## src/rtl/seq_pkg.sv

```systemverilog
// seq_pkg: shared state encoding and instruction constants for the sequencer
package seq_pkg;
  typedef enum logic [1:0] {FETCH, EXEC, HALT} state_t;
  localparam logic [6:0] OP_IMM = 7'b0010011;
  localparam logic [6:0] OP_BRANCH = 7'b1100011;
  localparam logic [2:0] F3_ADDI = 3'b000;
  localparam logic [2:0] F3_BNE = 3'b001;
  localparam logic [31:0] EBREAK = 32'h00100073;
endpackage

```

## src/rtl/instr_decode.sv

```systemverilog
// instr_decode: combinational field extraction and addi/bne/ebreak classification
module instr_decode
  import seq_pkg::*;
(
  input  logic [31:0] instr,
  output logic [4:0]  rs1,
  output logic [4:0]  rs2,
  output logic [4:0]  rd,
  output logic [11:0] imm,
  output logic [12:0] boff,
  output logic        is_addi,
  output logic        is_bne,
  output logic        is_ebreak,
  output logic        is_illegal
);
  assign rs1 = instr[19:15];
  assign rs2 = instr[24:20];
  assign rd = instr[11:7];
  assign imm = instr[31:20];
  assign boff = {instr[31], instr[7], instr[30:25], instr[11:8], 1'b0};
  assign is_addi = instr[6:0] == OP_IMM && instr[14:12] == F3_ADDI;
  assign is_bne = instr[6:0] == OP_BRANCH && instr[14:12] == F3_BNE;
  assign is_ebreak = instr == EBREAK;
  assign is_illegal = !(is_addi || is_bne || is_ebreak);
endmodule

```

## src/rtl/instr_sequencer.sv

```systemverilog
// instr_sequencer: pc, instruction fetch and addi/bne/ebreak control sequencing
module instr_sequencer
  import seq_pkg::*;
#(
  parameter int PC_WIDTH = 16,
  parameter int ADD_WIDTH = 5,
  parameter int IMM_WIDTH = 12,
  parameter int INSTR_WIDTH = 32
) (
  input  logic                   clk,
  input  logic                   rst_n,
  output logic                   imemReq,
  output logic [PC_WIDTH-1:0]    imemAddr,
  input  logic [INSTR_WIDTH-1:0] imemRdata,
  input  logic                   imemValid,
  input  logic                   EQ,
  output logic [ADD_WIDTH-1:0]   rs1,
  output logic [ADD_WIDTH-1:0]   rs2,
  output logic [ADD_WIDTH-1:0]   rd,
  output logic                   RegWrite,
  output logic [IMM_WIDTH-1:0]   ImmOp,
  output logic                   ALUsrc,
  output logic                   ALUctrl,
  output logic                   halted,
  output logic                   fault,
  output logic [15:0]            instrRetired
);
  state_t state, n_state;
  logic [PC_WIDTH-1:0] pc, n_pc, tgt;
  logic [INSTR_WIDTH-1:0] instr;
  logic go, n_fault, retire, ex, acc;
  logic [4:0] d_rs1, d_rs2, d_rd;
  logic [11:0] d_imm;
  logic [12:0] boff;
  logic is_addi, is_bne, is_ebreak, is_illegal;
  logic [ADD_WIDTH-1:0] h_rs1, h_rs2, h_rd;
  logic [IMM_WIDTH-1:0] h_imm;
  logic h_src, h_ctrl;
  instr_decode u_dec (
    .instr(instr),
    .rs1(d_rs1),
    .rs2(d_rs2),
    .rd(d_rd),
    .imm(d_imm),
    .boff(boff),
    .is_addi(is_addi),
    .is_bne(is_bne),
    .is_ebreak(is_ebreak),
    .is_illegal(is_illegal)
  );
  assign ex = state == EXEC;
  assign imemReq = state == FETCH && go;
  assign acc = imemReq && imemValid;
  assign imemAddr = pc;
  assign halted = state == HALT;
  assign tgt = pc + PC_WIDTH'($signed(boff));
  assign rs1 = ex && (is_addi || is_bne) ? ADD_WIDTH'(d_rs1) : h_rs1;
  assign rs2 = ex && is_bne ? ADD_WIDTH'(d_rs2) : h_rs2;
  assign rd = ex && is_addi ? ADD_WIDTH'(d_rd) : h_rd;
  assign ImmOp = ex && is_addi ? IMM_WIDTH'(d_imm) : h_imm;
  assign ALUsrc = ex && is_addi ? 1'b1 : ex && is_bne ? 1'b0 : h_src;
  assign ALUctrl = ex && is_addi ? 1'b0 : ex && is_bne ? 1'b1 : h_ctrl;
  assign RegWrite = ex && is_addi && d_rd != 5'd0;
  always_comb begin
    n_state = state;
    n_pc = pc;
    n_fault = fault;
    retire = 1'b0;
    if (state == FETCH && acc) n_state = EXEC;
    else if (ex) begin
      n_state = FETCH;
      if (is_ebreak) begin
        n_state = HALT;
        retire = 1'b1;
      end else if (is_illegal || (is_bne && !EQ && tgt[1])) begin
        n_state = HALT;
        n_fault = 1'b1;
      end else begin
        retire = 1'b1;
        n_pc = is_bne && !EQ ? tgt : pc + PC_WIDTH'(4);
      end
    end
  end
  always_ff @(posedge clk or negedge rst_n) begin
    if (!rst_n) begin
      state <= FETCH;
      pc <= '0;
      instr <= '0;
      go <= 1'b0;
      fault <= 1'b0;
      instrRetired <= '0;
      h_rs1 <= '0;
      h_rs2 <= '0;
      h_rd <= '0;
      h_imm <= '0;
      h_src <= 1'b0;
      h_ctrl <= 1'b0;
    end else begin
      state <= n_state;
      pc <= n_pc;
      instr <= acc ? imemRdata : instr;
      go <= 1'b1;
      fault <= n_fault;
      instrRetired <= instrRetired + 16'(retire && instrRetired != 16'hFFFF);
      h_rs1 <= rs1;
      h_rs2 <= rs2;
      h_rd <= rd;
      h_imm <= ImmOp;
      h_src <= ALUsrc;
      h_ctrl <= ALUctrl;
    end
  end
endmodule

```

## config.mk

```make
export PLATFORM = sky130hd
export DESIGN_NAME = instr_sequencer
export DESIGN_NICKNAME = d
export VERILOG_FILES = /design/src/rtl/seq_pkg.sv /design/src/rtl/instr_decode.sv /design/src/rtl/instr_sequencer.sv
export SDC_FILE = /design/constraint.sdc
export NUM_CORES = 1
export LEC_CHECK = 0
export BUFFER_PORTS_ARGS = -buffer_cell sky130_fd_sc_hd__buf_2
export CELL_PAD_IN_SITES_DETAIL_PLACEMENT = 0
export CELL_PAD_IN_SITES_GLOBAL_PLACEMENT = 2
export CORE_MARGIN = 4
export CORE_UTILIZATION = 34
export DETAILED_ROUTE_END_ITERATION = 8
export HOLD_SLACK_MARGIN = 0.15
export PLACE_DENSITY_LB_ADDON = 0.08
export SLEW_MARGIN = 30
export SYNTH_ARGS = -nofsm -noshare
export SYNTH_HDL_FRONTEND = slang
export SYNTH_SLANG_ARGS = --single-unit
```

## constraint.sdc

```tcl
create_clock -name clk -period 3.8 [get_ports clk]
set_clock_uncertainty 0.2 [all_clocks]
set_input_delay 0.76 -clock clk [delete_from_list [all_inputs] [get_ports clk]]
set_output_delay 0.76 -clock clk [all_outputs]
set_load 0.02 [all_outputs]
```

==> results of run 1 <==
## sequential cells by signal (all words and copies together) (netlist names), 2 cells and up
name / flops
instrRetired: 16
state: 2
h_imm: 12
instr: 32
h_rs2: 5
imemAddr: 15
h_rs1: 5
h_rd: 5
## cells by family after synthesis
group,synth area share (%)
DFF,50.7
AOI/OAI and AO/OA,10.1
and+or+nand+nor,17.4
buffers and inverters,2.17
xor gates and xnor gates,4.62
other,0.159
muxes,9.98
adders and majority gates,4.91
## worst min-delay path by stage
| stage | endpoint | depth (start not counted) | start |
|---|---|---|---|
| floorplan | fault | 0 | rst_n |
| global placement | fault | 1 | fault |
| detailed placement | h_imm[3] | 2 | h_imm[3] |
| CTS | imemAddr[6] | 1 | rst_n |
| global route | imemAddr[9] | 1 | rst_n |
| finish | imemAddr[9] | 1 | rst_n |
## per-stage QoR
stage                     power [mW]  instance area (um2)  hold slack (ns)
after floorplan                 1.05                 4740            0.264
after global placement          1.09                 5440            0.246
after detailed placement        1.09                 5440            0.257
after CTS                       1.96                 5730            0.237
after global routing            2.01                 5740            0.266
final                           1.93                 5740            0.216
## per-layer routing
layer	wire, um	part of all wire, %
met5	7	0.057
met3	509	4.1
met4	237	1.9
met1	5970	48
met2	5640	46
## critical path, stage by stage, from the launching register on
cell     delay (ns)
dfrtp_1        0.39
nor4_2         0.28
nand3_1        0.14
or2_4          0.30
or4_4          0.47
inv_8          0.13
nor2_2         0.10
mux2_1         0.33
buf_2          0.16
## power groups by stage
stage                     Clock (mW)  Combinational, mW  Sequential (mW)
after global routing           0.933             0.0516             1.02
final                          0.860             0.0442             1.02
after CTS                      0.891             0.0465             1.02
after detailed placement           0             0.0463             1.04
after floorplan                    0            0.00275             1.04
after global placement             0             0.0463             1.04
## synthesized netlist by cell type (3+ instances only)
master / instances
o21a_1: 3
nand2_1: 70
dfrtp_1: 96
a31oi_1: 4
clkbuf_1: 11
xor2_1: 7
nand3_1: 15
buf_2: 3
ha_1: 17
o31ai_1: 3
xnor2_1: 18
nand2b_1: 6
nor3b_1: 4
nand4_1: 6
a211oi_1: 3
nor3_1: 12
nor4_1: 5
inv_1: 9
nor2_1: 19
mux2_2: 41
a21oi_1: 25
nor2b_1: 5
a21o_1: 6
and3_1: 6
o21ai_0: 25
## area by class of cell
cell class,count,area share (%)
sequential,96,41.8
multi-input combinational,333,39.0
timing repair buffer,107,9.72
clock buffer,11,4.05
tap,176,3.83
inverter,10,0.784
clock inverter,5,0.719
antenna,1,0.0436
## what timing repair did
| action | in CTS | in global routing |
|---|---|---|
| gates resized for setup | 1 | 3 |
| buffers inserted | 1 | 0 |
| pin swaps | 1 | 0 |
| endpoints found under the setup margin | 5 | 5 |
==> results.md, run 1 <==
- Mapped cell area: 4740 um2
- Commonest non-fill, non-tap cell in the layout: buf_2
- Area Growth Syn to Fin: 21.2%
- Mean Syn Cell Area: 10.4 um2
- Met1 usage: roughly 22%
- First-pass GRT wire length: 20200 um
- Die area: 15900 um2
- Critical path fanouts, max: 17
- CTS tree: done
- Clk pwr share: between 40% and 50%
- Endpoint class of the critical path: output port
- Final core utilization: a little over two fifths
- Gate power share: 2.3%
- Post-place setup slack: 0.283 ns
- Final HPWL DP: around 9000 um
- Flops & latches, synth: 96
- Main synth FF type: dfrtp_1
- Number of I/O pins: around 100
- Share of cells above drive strength 1: 30.6%
- GRT Total Usage: 15.9%
- Core ar.: 13500 um2
- Seq pwr share: between 50% and 60%
- Cells after Synth: 454
- Period utilization: a little over nine tenths
- Critical R2R Launch: instr[27]
- Post-synth top area share: 50.7%
- P_leak: 2.98 nW
- DRT iter0 DRCs: 144
- Fmax: 277 MHz
- Area occupied by multi-input gates: 2240 um2
- Reg2reg path depth: 11
- Final Hold Viols: 0
- Pwr Density: ~340 nW/um2
- Vias in the first global route: 3686
- Remaining DRCs: 0
- Die H: 126 um
- Register area: 2400 um2
- Final setup violation count: 0
- Hold Buf Count CTS: 0
- Post-synthesis sequential area ratio: between 50 and 60%
- Synth top area cells: dfrtp_1 (51%), mux2_2 (9.7%), nand2_1 (5.5%)
- Maximum capacitance violations: 0
- Initial antenna violation count: 2
- Critical Path End: rs1[3]
- Yosys top cell by area: dfrtp_1
- Rel. slew slack: about two fifths
- Largest net degree at the start of global routing: 46
- Clk buf depth: 2
- Drt wl/cell: 16.7 um
- Total number of vias: 3700
- Placed Cells: about 700
- DRT Wirelength: between 10000 and 15000 um
- Run status: finished, final reports clean
- Worst EP required: 2.84 ns
- Clock Sinks: 96
- NumNets Final: 611
- Synth warn: 0
- Sum Neg Setup Slack: 0 ns
- Origin of the worst setup path: instr[3]
- Setup ws final: 0.193 ns
- Gp weighted congestion: 0.759
- R2R setup slack: 0.67 ns
- Pre-Repair DR Iteration Count: 4
- Most frequent cells in the layout: buf_2 (98), dfrtp_1 (96), nand2_1 (70)
- Setup CP Type: register to output port
- Num CTS Buffers: 9
- Syn_nets: 508
- Number of nets with antenna violations after routing: 0
- Layout Cells excl Fill: approximately 740
- Startpoint Class: register
- Cell internal pwr: 1.49 mW
- Clk Latency, worst-skew pair: between 0.3 and 0.4 ns
- Reg2reg end: instrRetired[14]
- Port bufs: 99
- CP Data Arrival Time: around 2.7 ns
- Net Sw Frac: 22.8%
- Starting Density: 35.2%
- Die W: 126 um
- Row count: 42
- Clock root cell: clkbuf_16
- HP Class: input pin to asynchronous set/reset pin
- Clock-pin transition on the worst setup and hold timing paths: 0.07 ns
- RSZ-0062 raised after global routing: no
- GR met3 Demand/Resource: 3.73%
- Cell variety after synth: 52
- Worst Max-Slew Pin Slew: 0.894 ns
- Final min period: ~3.6 ns
- Worst vdd ir: 0.208 mV
- Final max-slew violation count: 0
- Top Usage Layer GRT: met2
- Sw power: 0.440 mW
- H-Tree Depth: 3
- Global Route met2 Usage: about a quarter
- Overflow after GRT: 0
- Vias per std cell: 5.01
- Async SR Flop Fraction: 100%
- Post-synth EDFFs: 0
- Fillers: between 1000 and 1500
Note: power is estimated with default switching activity, not from simulation.
==> run 2, diff against run 1 <==
--- a/config.mk
+++ b/config.mk
@@ -9,11 +9,12 @@
 export CELL_PAD_IN_SITES_DETAIL_PLACEMENT = 0
 export CELL_PAD_IN_SITES_GLOBAL_PLACEMENT = 2
 export CORE_MARGIN = 4
-export CORE_UTILIZATION = 34
+export CORE_UTILIZATION = 36
 export DETAILED_ROUTE_END_ITERATION = 8
 export HOLD_SLACK_MARGIN = 0.15
 export PLACE_DENSITY_LB_ADDON = 0.08
 export SLEW_MARGIN = 30
 export SYNTH_ARGS = -nofsm -noshare
 export SYNTH_HDL_FRONTEND = slang
+export SYNTH_HIERARCHICAL = 1
 export SYNTH_SLANG_ARGS = --single-unit
==> results.md, run 2 <==
- Run status: finished, final reports clean
- Commonest non-fill, non-tap cell in the layout: buf_2
- Pwr Density: 537 nW/um2 (+60%)
- Vias in the first global route: 3965 (+7.6%)
- Largest stage delay, worst path: 0.64 ns (+0.17 ns)
- Final min period: 3.43 ns (-0.182 ns)
- Worst vdd ir: 0.304 mV (+46%)
- Most frequent cells in the layout: buf_2 (99), dfrtp_1 (97), mux2_2 (61)
- R2R setup slack: 0.37 ns (-0.30 ns)
- Max reg flops: 32 (unchanged)
- Sum Neg Setup Slack: 0 ns (unchanged)
- Setup CP Type: register to register
- Post-place setup slack: 0.159 ns (-0.124 ns)
- Period utilization: 90.1% (-4.8 points)
- Cells after Synth: 494 (+8.8%)
- Fillers: 1456 (+7.8%)
- Area Growth Syn to Fin: 13.7%
- Clk Latency, worst-skew pair: 0.35 ns (about the same)
- Critical path fanouts, max: 6 (-11)
- Placed Cells: 730 (+1.2%)
- Endpoint class of the critical path: register
- RSZ-0062 raised after global routing: no
- Cell variety after synth: 62 (+19%)
- Largest net degree at the start of global routing: 58 (+26%)
- Clock root cell: clkbuf_16
- CP delay by family, top: simple AND/OR/NAND/NOR gates
- Most frequent cells after synthesis: dfrtp_1 (97), mux2_2 (61), buf_4 (45)
- Row count: 44 (+4.8%)
- Number of I/O pins: 101 (unchanged)
- Cell Chain, Critical Path: nor4_2 -> nand4_1 -> nor3_4 -> nor3_1 -> or4b_1 -> nor2_1 -> a31oi_4 -> a2111oi_0 -> a311o_1 -> a2111oi_2
- Drt wl/cell: 17.5 um (+4.8%)
- Overflow after GRT: 0 (unchanged)
- HP Class: input pin to asynchronous set/reset pin
- Starting Density: 36.9% (+1.7 points)
- Worst EP required: 3.82 ns (+0.98 ns)
- Fmax: 292 MHz (+5.3%)
- Cell area after layout: 6090 um2 (+6.1%)
- Buf/Inv on CP: 0 (-2)
- Clk buf depth: 2 (unchanged)
- Syn_nets: 549 (+8.1%)
- Setup ws final: 0.375 ns (+0.182 ns)
- Rel. slew slack: 60.6% (+20 points)
- Die H: 130 um (+3.2%)
- Gp weighted congestion: 0.809 (+6.6%)
- Worst Max-Slew Pin Slew: 0.591 ns (-0.303 ns)
- Most flops, register: instr
- Yosys top cell by area: dfrtp_1
- Flops & latches, synth: 97 (+1.0%)
- Mean Syn Cell Area: 10.9 um2 (+4.0%)
- DRT iter0 DRCs: 213 (+48%)
- Slowest stage cell, crit path: or4b_1
- Initial antenna violation count: 0 (-2)
- Post-synth top area share: 45.3% (-5.4 points)
- Die area: 16900 um2 (+6.4%)
- Number of nets with antenna violations after routing: 0 (unchanged)
- Layout Cells excl Fill: 747 (+1.1%)
- Post-synth EDFFs: 0 (unchanged)
- Maximum capacitance violations: 0 (unchanged)
- CTS tree: done
- P_leak: 3.03 nW (+1.6%)
- Final HPWL DP: 9730 um (+7.8%)
- Startpoint Class: register
- NumNets Final: 613 (+0.33%)
- Vias per std cell: 5.18 (+3.4%)
- Final Hold Viols: 0 (unchanged)
- Synth top area cells: dfrtp_1 (45%), mux2_2 (13%), buf_4 (6.3%)
- Synth warn: 6 (+6)
- Die W: 130 um (+3.2%)
- H-Tree Depth: 3 (unchanged)
- Num CTS Buffers: 9 (unchanged)
- Ant. Diodes: 0 (-1)
- Clock-pin transition on the worst setup and hold timing paths: 0.07 ns (about the same)
- Main synth FF type: dfrtp_1
- Share of cells above drive strength 1: 35.5% (+4.9 points)
- DP Area: 5780 um2 (+6.1%)
- Async SR Flop Fraction: 100% (unchanged)
- Total number of vias: 3868 (+4.5%)
- Clock Sinks: 97 (+1.0%)
- DRT Wirelength: 13100 um (+6.0%)
- Port bufs: 100 (+1.0%)
- Remaining DRCs: 0 (unchanged)
- Most common cell in the netlist: dfrtp_1
- GRT Total Usage: 16.1% (+0.14 points)
- First-pass GRT wire length: 21300 um (+5.2%)
- Mapped cell area: 5360 um2 (+13%)
- Final max-slew violation count: 0 (unchanged)
- CP Data Arrival Time: 3.44 ns (+0.79 ns)
- Core ar.: 14500 um2 (+8.0%)
- Pre-Repair DR Iteration Count: 4 (unchanged)
- Final setup violation count: 0 (unchanged)
- Post-synthesis sequential area ratio: 45.3% (-5.4 points)
run 2: cell count changes in the layout (fill, tap and decap cells not counted), moves of 4 or more:
| cell | delta |
|---|---|
| a21oi_1 | +6 |
| mux2_2 | +20 |
| inv_1 | -4 |
| nand2_1 | -34 |
| a21o_1 | +4 |
| nor3_1 | -6 |
| nand3_1 | +6 |
| nand4_1 | +5 |
| o21ai_0 | -9 |
run 2: per-stage QoR:
step	utilization (%)	power [mW]	hold slack (ns)
2_1_floorplan	-	2.37	0.264
3_3_place_gp	39.7	2.39	0.256
3_5_place_dp	39.7	2.39	0.262
4_1_cts	41.7	3.30	0.222
5_1_grt	41.9	3.50	0.256
6_report	41.9	3.27	0.212
run 2: report_power, final:
part	internal (mW)	switching (mW)
clock network	0.457	0.427
registers	1.21	0.200
logic	0.456	0.522
run 2: timing repair:
action | in CTS | in global routing
gates resized for setup | 0 | 3
hold buffers | 0 | 0
buffers inserted | 0 | 1
endpoints found under the setup margin | 0 | 7
run 2: kinds of logic after synthesis:
| logic type | share of synthesized area (%) |
|---|---|
| simple gates | 13.9 |
| xor+xnor | 4.08 |
| flops | 45.3 |
| buf+inv | 7.75 |
| mux | 13.4 |
| compound gates | 10.9 |
| fa+ha+maj | 4.58 |
| other cells | 0.140 |
run 2: path summary, 6_finish.rpt:
path                            cells after the start     start            to
min in group clk                                    2     h_src         h_src
max in group asynchronous                           2     rst_n      h_rs2[0]
worst min register to register                      2     h_src         h_src
worst max-delay path                               10  instr[7]  imemAddr[15]
worst max register to register                     10  instr[7]  imemAddr[15]
worst min-delay path                                1     rst_n   imemAddr[1]
run 2: worst register-to-register path, cell delays in order, from the launching register on:
cell and delay [ns]:
dfrtp_1 0.46, nor4_2 0.37, nand4_1 0.25, nor3_4 0.31, nor3_1 0.11, or4b_1 0.64, nor2_1 0.24, a31oi_4 0.13
a2111oi_0 0.35, a311o_1 0.19, a2111oi_2 0.05
run 2: cell type report:
cell class | count | area [um2] | share of cell area [%]
multi-input combinational | 335 | 2540 | 41.7
timing repair buffer | 110 | 591 | 9.69
clock buffer | 9 | 225 | 3.70
sequential | 97 | 2430 | 39.8
inverter | 5 | 18.8 | 0.308
clock inverter | 7 | 63.8 | 1.05
tap | 184 | 230 | 3.78
run 2: per-layer routing:
layer	GRT usage, %	vias to the layer above	routed length (um)
met5	0	-	0
met4	3.85	0	127
met3	4.01	10	655
met2	26.1	84	6420
met1	21.8	1892	5900
li1	-	1882	-
==> run 3, diff against run 2 <==
--- a/config.mk
+++ b/config.mk
@@ -7,9 +7,9 @@
 export LEC_CHECK = 0
 export BUFFER_PORTS_ARGS = -buffer_cell sky130_fd_sc_hd__buf_2
 export CELL_PAD_IN_SITES_DETAIL_PLACEMENT = 0
-export CELL_PAD_IN_SITES_GLOBAL_PLACEMENT = 2
+export CELL_PAD_IN_SITES_GLOBAL_PLACEMENT = 1
 export CORE_MARGIN = 4
-export CORE_UTILIZATION = 36
+export CORE_UTILIZATION = 44
 export DETAILED_ROUTE_END_ITERATION = 8
 export HOLD_SLACK_MARGIN = 0.15
 export PLACE_DENSITY_LB_ADDON = 0.08
==> results.md, run 3 (synthesis results as in run 2) <==
- Run status: finished, final reports clean
- Area Growth Syn to Fin: 12.3%
- Pre-Repair DR Iteration Count: 4 (unchanged)
- Number of I/O pins: 101 (unchanged)
- GRT Total Usage: 18.3% (+2.2 points)
- Gp weighted congestion: 0.864 (+6.8%)
- Initial antenna violation count: 0 (unchanged)
- P_leak: 3.02 nW (-0.10%)
- Worst EP required: 3.81 ns (about the same)
- Setup ws final: 0.319 ns (-0.0564 ns)
- Worst Max-Slew Pin Slew: 0.755 ns (+0.164 ns)
- CTS resizes: 0 (unchanged)
- Starting Density: 44.8% (+7.9 points)
- Final HPWL DP: 9160 um (-5.9%)
- Pwr Density: 543 nW/um2 (+1.1%)
- Final core utilization: 50.3% (+8.4 points)
- Row count: 40 (-9.1%)
- Total power: 3.27 mW (-0.12%)
- Period utilization: 91.6% (+1.5 points)
- Final max-slew violation count: 0 (unchanged)
- Setup CP Type: register to register
- Final Hold Viols: 0 (unchanged)
- Layout Cells excl Fill: 708 (-5.2%)
- Final setup violation count: 0 (unchanged)
- Largest net degree at the start of global routing: 82 (+41%)
- Total number of vias: 3879 (+0.28%)
- Critical path fanouts, max: 6 (unchanged)
- Clock root cell: clkbuf_16
- Ant. Diodes: 0 (unchanged)
- Drt wl/cell: 17.5 um (-0.25%)
- Endpoint class of the critical path: register
- Maximum capacitance violations: 0 (unchanged)
- HP Class: input pin to asynchronous set/reset pin
- Max reg flops: 32 (unchanged)
- First-pass GRT wire length: 20600 um (-2.9%)
- Number of nets with antenna violations after routing: 0 (unchanged)
- RSZ-0062 raised after global routing: no
- Core ar.: 12000 um2 (-18%)
- Placed Cells: 693 (-5.1%)
- Clk Latency, worst-skew pair: 0.35 ns (about the same)
- Met1 usage: 24.0% (+2.2 points)
- Rel. slew slack: 49.7% (-11 points)
- GR met3 Demand/Resource: 4.88% (+0.87 points)
- Post-CTS Setup Repair Bufs: 0 (unchanged)
- Hold Buf Count CTS: 0 (unchanged)
- Die W: 118 um (-9.0%)
- Final min period: 3.48 ns (+0.0564 ns)
- Clk buf depth: 2 (unchanged)
- NumNets Final: 612 (-0.16%)
- Port bufs: 100 (unchanged)
- DRT Wirelength: 12400 um (-5.5%)
- Global Route met2 Usage: 29.6% (+3.5 points)
- R2R setup slack: 0.32 ns (-0.06 ns)
- Overflow after GRT: 0 (unchanged)
- Vias per std cell: 5.48 (+5.8%)
- Die H: 118 um (-9.0%)
- Sum Neg Setup Slack: 0 ns (unchanged)
- Post-place setup slack: 0.293 ns (+0.134 ns)
- DRT iter0 DRCs: 214 (+0.47%)
- Worst vdd ir: 0.281 mV (-7.5%)
- Share of cells above drive strength 1: 34.8% (-0.76 points)
- CTS tree: done
- Most flops, register: instr
- Most frequent cells in the layout: buf_2 (99), dfrtp_1 (97), mux2_2 (61)
- Die area: 14000 um2 (-17%)
- Remaining DRCs: 0 (unchanged)
- CP Data Arrival Time: 3.49 ns (+0.05 ns)
- H-Tree Depth: 3 (unchanged)
- Vias in the first global route: 3948 (-0.43%)
- Fmax: 287 MHz (-1.6%)
- Clock-pin transition on the worst setup and hold timing paths: 0.07 ns (about the same)
- Top Usage Layer GRT: met2
- Num CTS Buffers: 9 (unchanged)
- Clock Sinks: 97 (unchanged)
- Commonest non-fill, non-tap cell in the layout: buf_2
- Startpoint Class: register
run 3: path summary, 6_finish.rpt:
check | endpoint | depth (start not counted) | start
worst max-delay path | imemAddr[15] | 10 | instr[25]
worst min-delay path | imemAddr[10] | 1 | rst_n
worst max register to register | imemAddr[15] | 10 | instr[25]
worst min register to register | fault | 1 | fault
max in group asynchronous | instrRetired[3] | 2 | rst_n
min in group clk | fault | 1 | fault
run 3: routing by layer:
layer  wire length, um  part of all wire [%]  vias to the layer above
met3               710                   5.7                       19
li1                  -                     -                     1870
met1              5450                    44                     1891
met4               242                   2.0                        0
met5                 0                     0                        -
met2              5970                    48                       99
run 3: layout make-up:
type / count / area (um2)
Clock buffer: 12 / 246
Clock inverter: 3 / 47.5
Fill cell: 1096 / 5940
Inverter: 5 / 18.8
Multi-Input combinational cell: 335 / 2520
Sequential cell: 97 / 2430
Tap cell: 147 / 184
Timing Repair Buffer: 109 / 574
run 3: critical path, stage by stage (launching register included):
cell and delay (ns):
dfrtp_1 0.40, nor4_1 0.43, nand4_1 0.26, nor3_4 0.32, nor3_1 0.11, or4b_1 0.64
nor2_1 0.24, a31oi_4 0.14, a2111oi_0 0.35, a311o_1 0.20, a2111oi_2 0.06
run 3: power breakdown:
group | switching, mW | leakage, nW | internal [mW] | total (mW)
combinational | 0.501 | 1.62 | 0.443 | 0.945
clock | 0.393 | 0.144 | 0.530 | 0.924
sequential | 0.187 | 1.25 | 1.21 | 1.40
run 3: stage by stage:
stage | hold slack (ns) | area [um2]
2_1_floorplan | 0.264 | 5360
5_1_grt | 0.301 | 6020
3_5_place_dp | 0.246 | 5720
3_3_place_gp | 0.242 | 5720
6_report | 0.257 | 6020
4_1_cts | 0.271 | 6020
